`config.mk`:
```
export PLATFORM = sky130hd
export DESIGN_NAME = audio_frame_fifo_flat
export DESIGN_NICKNAME = d
export VERILOG_FILES = /design/src/rtl/audio_pkg.sv /design/src/rtl/audio_frame_fifo_if.sv /design/src/rtl/ram_sdp.sv /design/src/rtl/audio_frame_fifo.sv /design/src/flat_wrapper.sv
export SDC_FILE = /design/constraint.sdc
export NUM_CORES = 1
export LEC_CHECK = 0
export BUFFER_PORTS_ARGS = -buffer_cell sky130_fd_sc_hd__clkbuf_2
export CAP_MARGIN = 20
export CORE_AREA = 8 8 258 260
export CTS_CLUSTER_DIAMETER = 80
export DETAILED_ROUTE_END_ITERATION = 7
export DIE_AREA = 0 0 266 268
export SYNTH_ARGS = -nofsm -noshare
export SYNTH_HDL_FRONTEND = slang
export SYNTH_HIERARCHICAL = 1
export SYNTH_SLANG_ARGS = --single-unit
```
`constraint.sdc`:
```
create_clock -name i_clk -period 4.6 [get_ports i_clk]
set_clock_uncertainty 0.15 [all_clocks]
set_input_delay 0.46 -clock i_clk [delete_from_list [all_inputs] [get_ports i_clk]]
set_output_delay 0.46 -clock i_clk [all_outputs]
set_load 0.03 [all_outputs]
```
`src/rtl/audio_pkg.sv`:
```
// Shared audio sample/frame types used by the codec driver, capture path and frame FIFO.
// Channel index constants fix the left/right ordering inside a stereo frame.
package audio_pkg;

  typedef logic [15:0] t_sample;
  typedef t_sample [1:0] t_frame;

  localparam int AUDIO_CH_L = 0;
  localparam int AUDIO_CH_R = 1;

  function automatic t_frame mk_frame(
    input t_sample l,
    input t_sample r
  );
    t_frame f;
    f[AUDIO_CH_L] = l;
    f[AUDIO_CH_R] = r;
    return f;
  endfunction

endpackage

```
`src/rtl/audio_frame_fifo_if.sv`:
```
// Producer/driver side bundle of the audio frame FIFO.
// master = source + codec driver, slave = the FIFO itself.
interface audio_frame_fifo_if #(
  parameter int p_depth = 16,
  parameter int p_width = 16
);

  logic [1:0][p_width-1:0]   i_wr_dat;
  logic                      i_wr_vld;
  logic                      o_wr_rdy;
  logic                      i_ack;
  logic [1:0][p_width-1:0]   o_dat;
  logic                      i_flush;
  logic [$clog2(p_depth):0]  o_level;
  logic                      o_underrun;
  logic [15:0]               o_urun_cnt;

  modport master (
    output i_wr_dat, i_wr_vld, i_ack, i_flush,
    input  o_wr_rdy, o_dat, o_level,
    input  o_underrun, o_urun_cnt
  );

  modport slave (
    input  i_wr_dat, i_wr_vld, i_ack, i_flush,
    output o_wr_rdy, o_dat, o_level,
    output o_underrun, o_urun_cnt
  );

endinterface

```
`src/rtl/ram_sdp.sv`:
```
// Simple dual-port frame memory, registered read, write-first forwarding
// so a read of the address being written returns the new data.
module ram_sdp #(
  parameter int p_aw = 4,
  parameter int p_dw = 32
) (
  input  logic            clk,
  input  logic            we,
  input  logic [p_aw-1:0] waddr,
  input  logic [p_dw-1:0] wdata,
  input  logic [p_aw-1:0] raddr,
  output logic [p_dw-1:0] rdata
);

  logic [p_dw-1:0] mem [0:(1<<p_aw)-1];

  // storage write port
  always_ff @(posedge clk) begin
    if (we) mem[waddr] <= wdata;
  end

  // registered read with same-address forwarding
  always_ff @(posedge clk) begin
    if (we && (waddr == raddr)) rdata <= wdata;
    else                        rdata <= mem[raddr];
  end

endmodule

```
`src/rtl/audio_frame_fifo.sv`:
```
// Stereo frame FIFO feeding the WM8731 driver; pops on each driver ack.
// Define AUDIO_FIFO_UNDERRUN_HOLD_EN to repeat the last frame on underrun instead of muting.
module audio_frame_fifo
  import audio_pkg::*;
#(
  parameter int p_depth = 16,
  parameter int p_width = 16
) (
  input logic              i_clk,
  input logic              i_rst,
  audio_frame_fifo_if.slave bus
);

  localparam int AW = $clog2(p_depth);
  localparam int LW = AW + 1;
  localparam logic [LW-1:0] DEPTH = LW'(p_depth);

  typedef logic [1:0][p_width-1:0] frame_t;

  logic [AW-1:0] wr_ptr;
  logic [AW-1:0] rd_ptr;
  logic [AW-1:0] rd_nxt;
  logic [AW-1:0] wr_nxt;
  logic [LW-1:0] level;
  logic [LW-1:0] lvl_nxt;
  logic          wr_rdy;
  logic          push;
  logic          pop;
  logic          urun;
  logic          urun_q;
  logic [15:0]   cnt_q;
  frame_t        head;
  frame_t        dat_q;
  frame_t        urun_dat;

  // head-of-queue prefetch: rdata always mirrors mem[rd_ptr]
  ram_sdp #(
    .p_aw (AW),
    .p_dw (2*p_width)
  ) u_ram (
    .clk   (i_clk),
    .we    (push),
    .waddr (wr_ptr),
    .wdata (bus.i_wr_dat),
    .raddr (rd_nxt),
    .rdata (head)
  );

  // flush wins over push/pop; an ack that cannot pop is an underrun
  always_comb begin
    push    = bus.i_wr_vld & wr_rdy & ~bus.i_flush;
    pop     = bus.i_ack & (level != '0) & ~bus.i_flush;
    urun    = bus.i_ack & ~pop;
    rd_nxt  = rd_ptr;
    wr_nxt  = wr_ptr;
    lvl_nxt = level;
    unique case (1'b1)
      bus.i_flush: begin
        rd_nxt  = '0;
        wr_nxt  = '0;
        lvl_nxt = '0;
      end
      push & pop: begin
        rd_nxt = rd_ptr + AW'(1);
        wr_nxt = wr_ptr + AW'(1);
      end
      push & ~pop: begin
        wr_nxt  = wr_ptr + AW'(1);
        lvl_nxt = level + LW'(1);
      end
      pop & ~push: begin
        rd_nxt  = rd_ptr + AW'(1);
        lvl_nxt = level - LW'(1);
      end
      default: ;
    endcase
`ifdef AUDIO_FIFO_UNDERRUN_HOLD_EN
    urun_dat = dat_q;
`else
    urun_dat = '0;
`endif
  end

  // pointers, level, presented frame and underrun bookkeeping
  always_ff @(posedge i_clk or posedge i_rst) begin
    if (i_rst) begin
      wr_ptr <= '0;
      rd_ptr <= '0;
      level  <= '0;
      wr_rdy <= 1'b0;
      dat_q  <= '0;
      urun_q <= 1'b0;
      cnt_q  <= '0;
    end else begin
      wr_ptr <= wr_nxt;
      rd_ptr <= rd_nxt;
      level  <= lvl_nxt;
      wr_rdy <= lvl_nxt < DEPTH;
      urun_q <= urun;
      if (pop)       dat_q <= head;
      else if (urun) dat_q <= urun_dat;
      if (urun && cnt_q != 16'hFFFF)
        cnt_q <= cnt_q + 16'd1;
    end
  end

  assign bus.o_wr_rdy   = wr_rdy;
  assign bus.o_dat      = dat_q;
  assign bus.o_level    = level;
  assign bus.o_underrun = urun_q;
  assign bus.o_urun_cnt = cnt_q;

endmodule

```
`src/flat_wrapper.sv`:
```
// flat-port wrapper written by rule: the top's interface ports become plain ports
module audio_frame_fifo_flat import audio_pkg::*;
#(
  parameter int p_depth = 16,
  parameter int p_width = 16
)
  (i_clk, i_rst, bus_i_wr_dat, bus_i_wr_vld, bus_i_ack, bus_i_flush, bus_o_wr_rdy, bus_o_dat, bus_o_level, bus_o_underrun, bus_o_urun_cnt);
  audio_frame_fifo_if #(.p_depth(p_depth), .p_width(p_width)) bus_i ();
  input logic i_clk;
  input logic i_rst;
  input wire logic [$bits(bus_i.i_wr_dat)-1:0] bus_i_wr_dat;
  input wire logic [$bits(bus_i.i_wr_vld)-1:0] bus_i_wr_vld;
  input wire logic [$bits(bus_i.i_ack)-1:0] bus_i_ack;
  input wire logic [$bits(bus_i.i_flush)-1:0] bus_i_flush;
  output wire logic [$bits(bus_i.o_wr_rdy)-1:0] bus_o_wr_rdy;
  output wire logic [$bits(bus_i.o_dat)-1:0] bus_o_dat;
  output wire logic [$bits(bus_i.o_level)-1:0] bus_o_level;
  output wire logic [$bits(bus_i.o_underrun)-1:0] bus_o_underrun;
  output wire logic [$bits(bus_i.o_urun_cnt)-1:0] bus_o_urun_cnt;
  assign bus_i.i_wr_dat = bus_i_wr_dat;
  assign bus_i.i_wr_vld = bus_i_wr_vld;
  assign bus_i.i_ack = bus_i_ack;
  assign bus_i.i_flush = bus_i_flush;
  assign bus_o_wr_rdy = bus_i.o_wr_rdy;
  assign bus_o_dat = bus_i.o_dat;
  assign bus_o_level = bus_i.o_level;
  assign bus_o_underrun = bus_i.o_underrun;
  assign bus_o_urun_cnt = bus_i.o_urun_cnt;
  audio_frame_fifo #(.p_depth(p_depth), .p_width(p_width)) u_core (.i_clk(i_clk), .i_rst(i_rst), .bus(bus_i));
endmodule
```
**Word-level counts from Yosys, hierarchy flattened**

Memory sizes are Yosys's and may differ from the RTL's. A register that Yosys moved wholly into a read port is not among the register bits.
Index checks and enable logic that the tools add are counted.
Widths: inputs -> output; s select.

- Flip-flop bits (word level): 63
- Memory bits (writable): 512
- Output and inout bits: 55
- Memories: 1

Memories:

| name | depth | bits a word | read ports | clocked after Yosys merged registers in | wr ports | RTL line | RTL |
|---|---|---|---|---|---|---|---|
| u_core.u_ram.mem | 16 | 32 | 1 | 1 | 1 | ram_sdp.sv:15 | `logic [p_dw-1:0] mem [0:(1<<p_aw)-1];` |

- Add/subtract/negate cells: 5
- $lt $le $gt $ge: 1
- Eq/ne operators: 1
- Muxes and demuxes: 7
- Bitwise gates (word level): 11
- Reduce and logical (&&, ||, !) cells: 6

Operators by type and width:

| operator | count |
|---|---|
| $mux 32 | 2 |
| $add 16x1->16 const B | 1 |
| $ne 16x16->1 const B | 1 |
| $pmux 4 s2 | 2 |
| $pmux 5 s3 | 1 |
| $add 4x1->4 const B | 2 |
| $and 1x1->1 | 8 |
| $add 5x1->5 const B | 1 |
| $lt 5x5->1 const B | 1 |
| $reduce_bool 5->1 | 1 |
| $sub 5x1->5 const B | 1 |
| $reduce_bool 2->1 | 2 |
| $reduce_or 2->1 | 2 |
| $not 1->1 | 3 |
| $mux 1 | 2 |
| $logic_and 1x1->1 | 1 |

**Depth between registers and ports, before layout**

- Depth in word-level cells: 7
- Mapped depth: 12

**Hierarchy**

Netlist, hierarchy kept.

By module, submodules not included:

| module | instances | cells each | area each (um2) | sequential area each (um2) |
|---|---|---|---|---|
| ram_sdp | 1 | 810 | 19293.5 | 15454.8 |
| audio_frame_fifo | 1 | 270 | 2932.8 | 1576.5 |

**Worst setup path before layout**

OpenSTA, ideal clock, no wires.

- Kind: flip-flop to flip-flop
- Start: register u_core.wr_rdy (netlist: u_core/bus.o_wr_rdy)
- End: memory u_core.u_ram.mem[0][0], enable pin
- Data arrival time: 3.840 ns
- Path slack: 0.149 ns
- Stages on the path, launching flop included: 6
- Buffers on the path: 0
- Period minus slack after synthesis: 4.451 ns
- Cells stage by stage: dfrtp_1 nand2_1 or2_2 inv_1 or3b_2 nor3_1

- Word-level cells in the longest chain between the ends: 4

RTL lines:

| item | RTL line | RTL |
|---|---|---|
| from (decl) | audio_frame_fifo.sv:26 | `logic wr_rdy;` |
| from (signal assigned) | audio_frame_fifo.sv:98 | `wr_rdy <= lvl_nxt < DEPTH;` |
| $and 1x1->1 (2 in a row) | audio_frame_fifo.sv:51 | `push = bus.i_wr_vld & wr_rdy & ~bus.i_flush;` |
| named net u_core.push | audio_frame_fifo.sv:27 | `logic push;` |
| $mux 1 | ram_sdp.sv:19 | `if (we) mem[waddr] <= wdata;` |
| $mux 1 (implied by the code) | ram_sdp.sv:19 |  |
| to (decl) | ram_sdp.sv:15 |  |

The timed path passes the listed nets, and every way through them passes these cells.

**Worst setup path in the final report**

- Start: input bus_i_flush
- End: register u_core.wr_rdy (netlist: u_core/bus.o_wr_rdy)

- Word-level cells in the longest chain between the ends: 6
- Elaborated cells between the ends (all ways): 9

RTL lines:

| item | RTL line | RTL |
|---|---|---|
| from (decl) | flat_wrapper.sv:14 | `input wire logic [$bits(bus_i.i_flush)-1:0] bus_i_flush;` |
| $not 1->1 | audio_frame_fifo.sv:51, audio_frame_fifo.sv:52 |  |
| $and 1x1->1 (on tied branches) | audio_frame_fifo.sv:51, audio_frame_fifo.sv:52 |  |
| $not 1->1 (on tied branches) | audio_frame_fifo.sv:71, audio_frame_fifo.sv:67 |  |
| $and 1x1->1 (on tied branches) | audio_frame_fifo.sv:71, audio_frame_fifo.sv:67 |  |
| $pmux 5 s3 * | audio_frame_fifo.sv:57 | `unique case (1'b1)` |
| $lt 5x5->1 * | audio_frame_fifo.sv:98 |  |

Mark *: on every way between the ends. The rest lies on a longest branch, timed or not.
A chain may end at the register's enable or synchronous reset.

==> results list <==
* Startpoint of the worst register-to-register path: u_core/bus.o_level[0]
* WL final: 49900 um
* Count of placed standard cells including taps: 1993
- Category of the worst setup path launch point: input pin
- RSZ-0062 raised after global routing: false
- Die Height: 268 um
- After detailed routing, the average wire length per cell comes to 23.6 um.
- Counting the fill cells in the layout gives 5498.
- The number of cells on the worst reg-to-reg path is 11.
- Count of warnings emitted by yosys: 6
* Initial core utilization: 35.6%
- After synthesis, the mean cell area works out to 20.6 um^2.
- The congestion estimate from routability-driven global placement came to 0.735.
- In this run the count of I/O pins placed on the die edge is 92.
- Cell with the most instances after synthesis: sky130_fd_sc_hd__edfxtp_1
- Area of all sequential standard cells: 17000 um^2
* Largest net degree at the start of global routing: 61
- Total power per unit cell area: 502 nW/um^2
- Before CTS, the worst setup slack after placement is 1.26 ns.
- The detail route stage leaves a number of antenna-violating nets equal to 0.
* Hold Startpoint: bus_i_wr_dat[30]
* Final hold vios: 0
- CP endpoint kind: flip-flop
* Aggregate global-route resource usage: 14.0%
- The wire-length estimate of the detail-placed layout is 29400 um.
- Overall die area: 71300 um^2
- The commonest cells after synthesis are 512 x sky130_fd_sc_hd__edfxtp_1, 128 x sky130_fd_sc_hd__mux4_2, 81 x sky130_fd_sc_hd__nand2_1, 64 x sky130_fd_sc_hd__a22oi_1, 63 x sky130_fd_sc_hd__dfrtp_1.
- Fraction of layout instances using a drive strength above 1: 29.6%
- First-pass GRT wire length: 75600 um
- Counting flops with an async set or reset pin after synthesis yields a share of 10.9%.
- Total nets after synthesis: 1127
* Maximum fanout along the worst path: 12
* Number of input and output port buffers inserted: 91
* # resized after CTS: 0
* Final Net Count: 1261
- Maximum level of the CTS H-tree: 2
- Register-to-register path setup slack: 1.35 ns
- Number of distinct library cells after synthesis: 47
* Endpoint arrival time on the critical path: 3.67 ns
* Top post-synthesis cells by area: sky130_fd_sc_hd__edfxtp_1 69%, sky130_fd_sc_hd__mux4_2 13%, sky130_fd_sc_hd__dfrtp_1 7.1%, sky130_fd_sc_hd__a22oi_1 2.2%, sky130_fd_sc_hd__nand2_1 1.4%
- Remaining DRCs: 0
- Fraction of the cycle the final worst path needs: 72.4%
- Combined area of the multi-input logic cells: 5010 um^2
- In this run the worst hold path is classified as in2reg.
- Number of enable-type register cells in the synthesized netlist: 512
* Clock period minus worst slack: 3.33 ns
- Die width: 266 um
- The critical path is of the in2reg type.
- Counting flops and latches in the post-synthesis netlist gives 579.
* Crit path required time: 4.94 ns
- Measured against its own limit, the worst slew margin works out to 34.4%.
- Reg2Reg Capture Point: u_core/bus.o_wr_rdy
- Area of the core region: 62400 um^2
* Area Growth Syn to Fin: 16.7%
* Clock transition at the registers of the reported paths: 0.06 ns
- The first routing iteration left 835 violations.
* Number of max-cap violations: 0
- The clock net in this run drives a total of 579 sinks.
* P_leak: 8.46 nW
- The largest total area in the synthesized netlist belongs to sky130_fd_sc_hd__edfxtp_1.
- F_max: 300 MHz
* Critical Path Max Stage Delay: 0.55 ns
- The final number of max-transition violations is 0.
- Destination of the worst hold path: u_core/u_ram/mem[14][30]
* Final cell count without fillers: 2111
- The tree is rooted in a sky130_fd_sc_hd__clkbuf_16.
- The number of antenna violations at the first check in global routing came to 0.
- Overflow left after global routing: 0
- Number of hold-repair buffers added at the cts stage: 4
- Vias per std cell: 5.14
- Before antenna repair, the detailed router went through 4 iterations.
- Post-route worst setup slack: 1.27 ns
- Most common flop cell mapped by yosys: sky130_fd_sc_hd__edfxtp_1
- Total number of placement rows: 92
- Post-CTS timing repair inserted 0 buffers for setup.
- Number of instances in the synthesized netlist: 1080
- Setup violations remaining at the end of the flow were counted as 0.
- Counting instances, the worst hold path has a depth of 1.
* Share of synthesized area occupied by flip-flops and latches: 76.6%
- TritonCTS buffer count: 59
- Final core occ: 41.6%
* Vias: 10.8k
- Antenna fix cells: 0
- After routing, the total negative slack on setup checks comes to 0 ns.
* Worst ir drop on vdd: 0.000297 V
- TritonCTS built the clock tree.
- Crit-path cells: dlygate4sd3_1 -> clkbuf_2 -> a21o_1 -> nor2_1 -> ha_1 -> inv_1 -> fa_1 -> nor2b_1 -> o21ai_1 -> nand3_1 -> or3b_1 -> mux2_1
- Number of global-route vias before repair: 11.7k
* Critical-path top delay cell: sky130_fd_sc_hd__dlygate4sd3_1
- Max clock buf depth: 3
* Slew at the pin with the worst max-slew slack: 0.982 ns
* Status: finished, final reports clean
* Portion of synthesized cell area occupied by the leading cell type: 69.2%
- Cell Area, Synth: 22200 um^2
* Clk Latency, worst-skew pair: 0.61 ns
==> logic make-up (layout without fill, tap and decap cells) <==
group / Yosys count / after routing / synth area share, %
AND/OR/NAND/NOR: 155 / 155 / 3.32
flip-flops: 579 / 579 / 76.6
adder cells (fa/ha/maj): 10 / 10 / 0.597
XOR/XNOR: 14 / 14 / 0.552
multiplexers: 135 / 135 / 13.3
AO/OA/AOI/OAI: 122 / 122 / 4.18
buffers and inverters: 65 / 250 / 1.41
==> final cells by class <==
cell class	instances	share of cell area (%)
tap	846	4.08
timing repair buffer	128	3.21
clock buffer	70	5.93
clock inverter	42	1.62
multi-input combinational	436	19.3
sequential	579	65.7
inverter	10	0.150
==> layout by cell type, fill, tap and decap left out, types with 11 or more instances in the layout <==
master / netlist / routed
sky130_fd_sc_hd__nor2_1: 25 / 12
sky130_fd_sc_hd__clkinv_2: 0 / 11
sky130_fd_sc_hd__mux4_2: 128 / 128
sky130_fd_sc_hd__a22oi_1: 64 / 64
sky130_fd_sc_hd__nor2_4: 0 / 13
sky130_fd_sc_hd__buf_4: 12 / 27
sky130_fd_sc_hd__clkinv_1: 0 / 15
sky130_fd_sc_hd__edfxtp_1: 512 / 512
sky130_fd_sc_hd__nand2_1: 81 / 81
sky130_fd_sc_hd__clkbuf_2: 0 / 91
sky130_fd_sc_hd__o2bb2ai_1: 32 / 32
sky130_fd_sc_hd__dfrtp_1: 63 / 63
sky130_fd_sc_hd__clkbuf_16: 0 / 59
==> per-layer routing <==
layer / global-route usage (%) / wire length (um) / vias up
met4: 3.39 / 910 / 0
met5: 0 / 0 / -
met2: 23.8 / 25100 / 231
met1: 18.8 / 21800 / 5818
li1: - / - / 4725
met3: 2.24 / 2100 / 70
==> state kept, by name, summed over array words and instances, names as in the netlist, named ones only <==
| signal | cells |
|---|---|
| u_core/u_ram/mem | 512 |
| u_core/bus.o_dat | 32 |
| u_core/bus.o_urun_cnt | 16 |
| u_core/bus.o_level | 4 |
| u_core/rd_ptr | 4 |
| u_core/wr_ptr | 4 |
| u_core/bus.o_underrun | 1 |
| u_core/bus.o_wr_rdy | 1 |
==> worst max-delay path, delay by kind of cell <==
kind / cells / cell delay [ns]
AO/OA/AOI/OAI: 2 / 0.30
adder cells (fa/ha/maj): 2 / 0.83
buffers and inverters: 3 / 0.91
multiplexers: 1 / 0.32
AND/OR/NAND/NOR: 4 / 0.84
==> how the worst max path moves through the flow <==
stage	from	slack [ns]	cells after the start	to
2_1_floorplan	u_core/bus.o_wr_rdy	0.15	5	u_core/u_ram/mem[0][0]
3_3_place_gp	bus_i_flush	1.34	11	u_core/bus.o_wr_rdy
3_5_place_dp	bus_i_flush	1.26	11	u_core/bus.o_wr_rdy
4_1_cts	bus_i_flush	1.33	12	u_core/bus.o_wr_rdy
5_1_grt	bus_i_flush	1.09	12	u_core/bus.o_wr_rdy
6_report	bus_i_flush	1.27	12	u_core/bus.o_wr_rdy
==> report_power, final <==
| group | switching (mW) | total, mW | internal [mW] |
|---|---|---|---|
| sequential | 0.245 | 6.22 | 5.97 |
| combinational | 1.21 | 2.03 | 0.817 |
| clock | 1.99 | 4.78 | 2.79 |
==> metrics by stage <==
| stage | hold slack [ns] | area [um^2] | power, mW |
|---|---|---|---|
| 3_5_place_dp | 0.322 | 23900 | 8.40 |
| 2_1_floorplan | 0.288 | 22200 | 7.73 |
| 3_3_place_gp | 0.317 | 23800 | 8.38 |
| 6_report | 0.114 | 25900 | 13.0 |
| 5_1_grt | 0.122 | 25900 | 13.6 |
| 4_1_cts | 0.0859 | 25900 | 13.2 |
(Power assumes the default switching activity.)
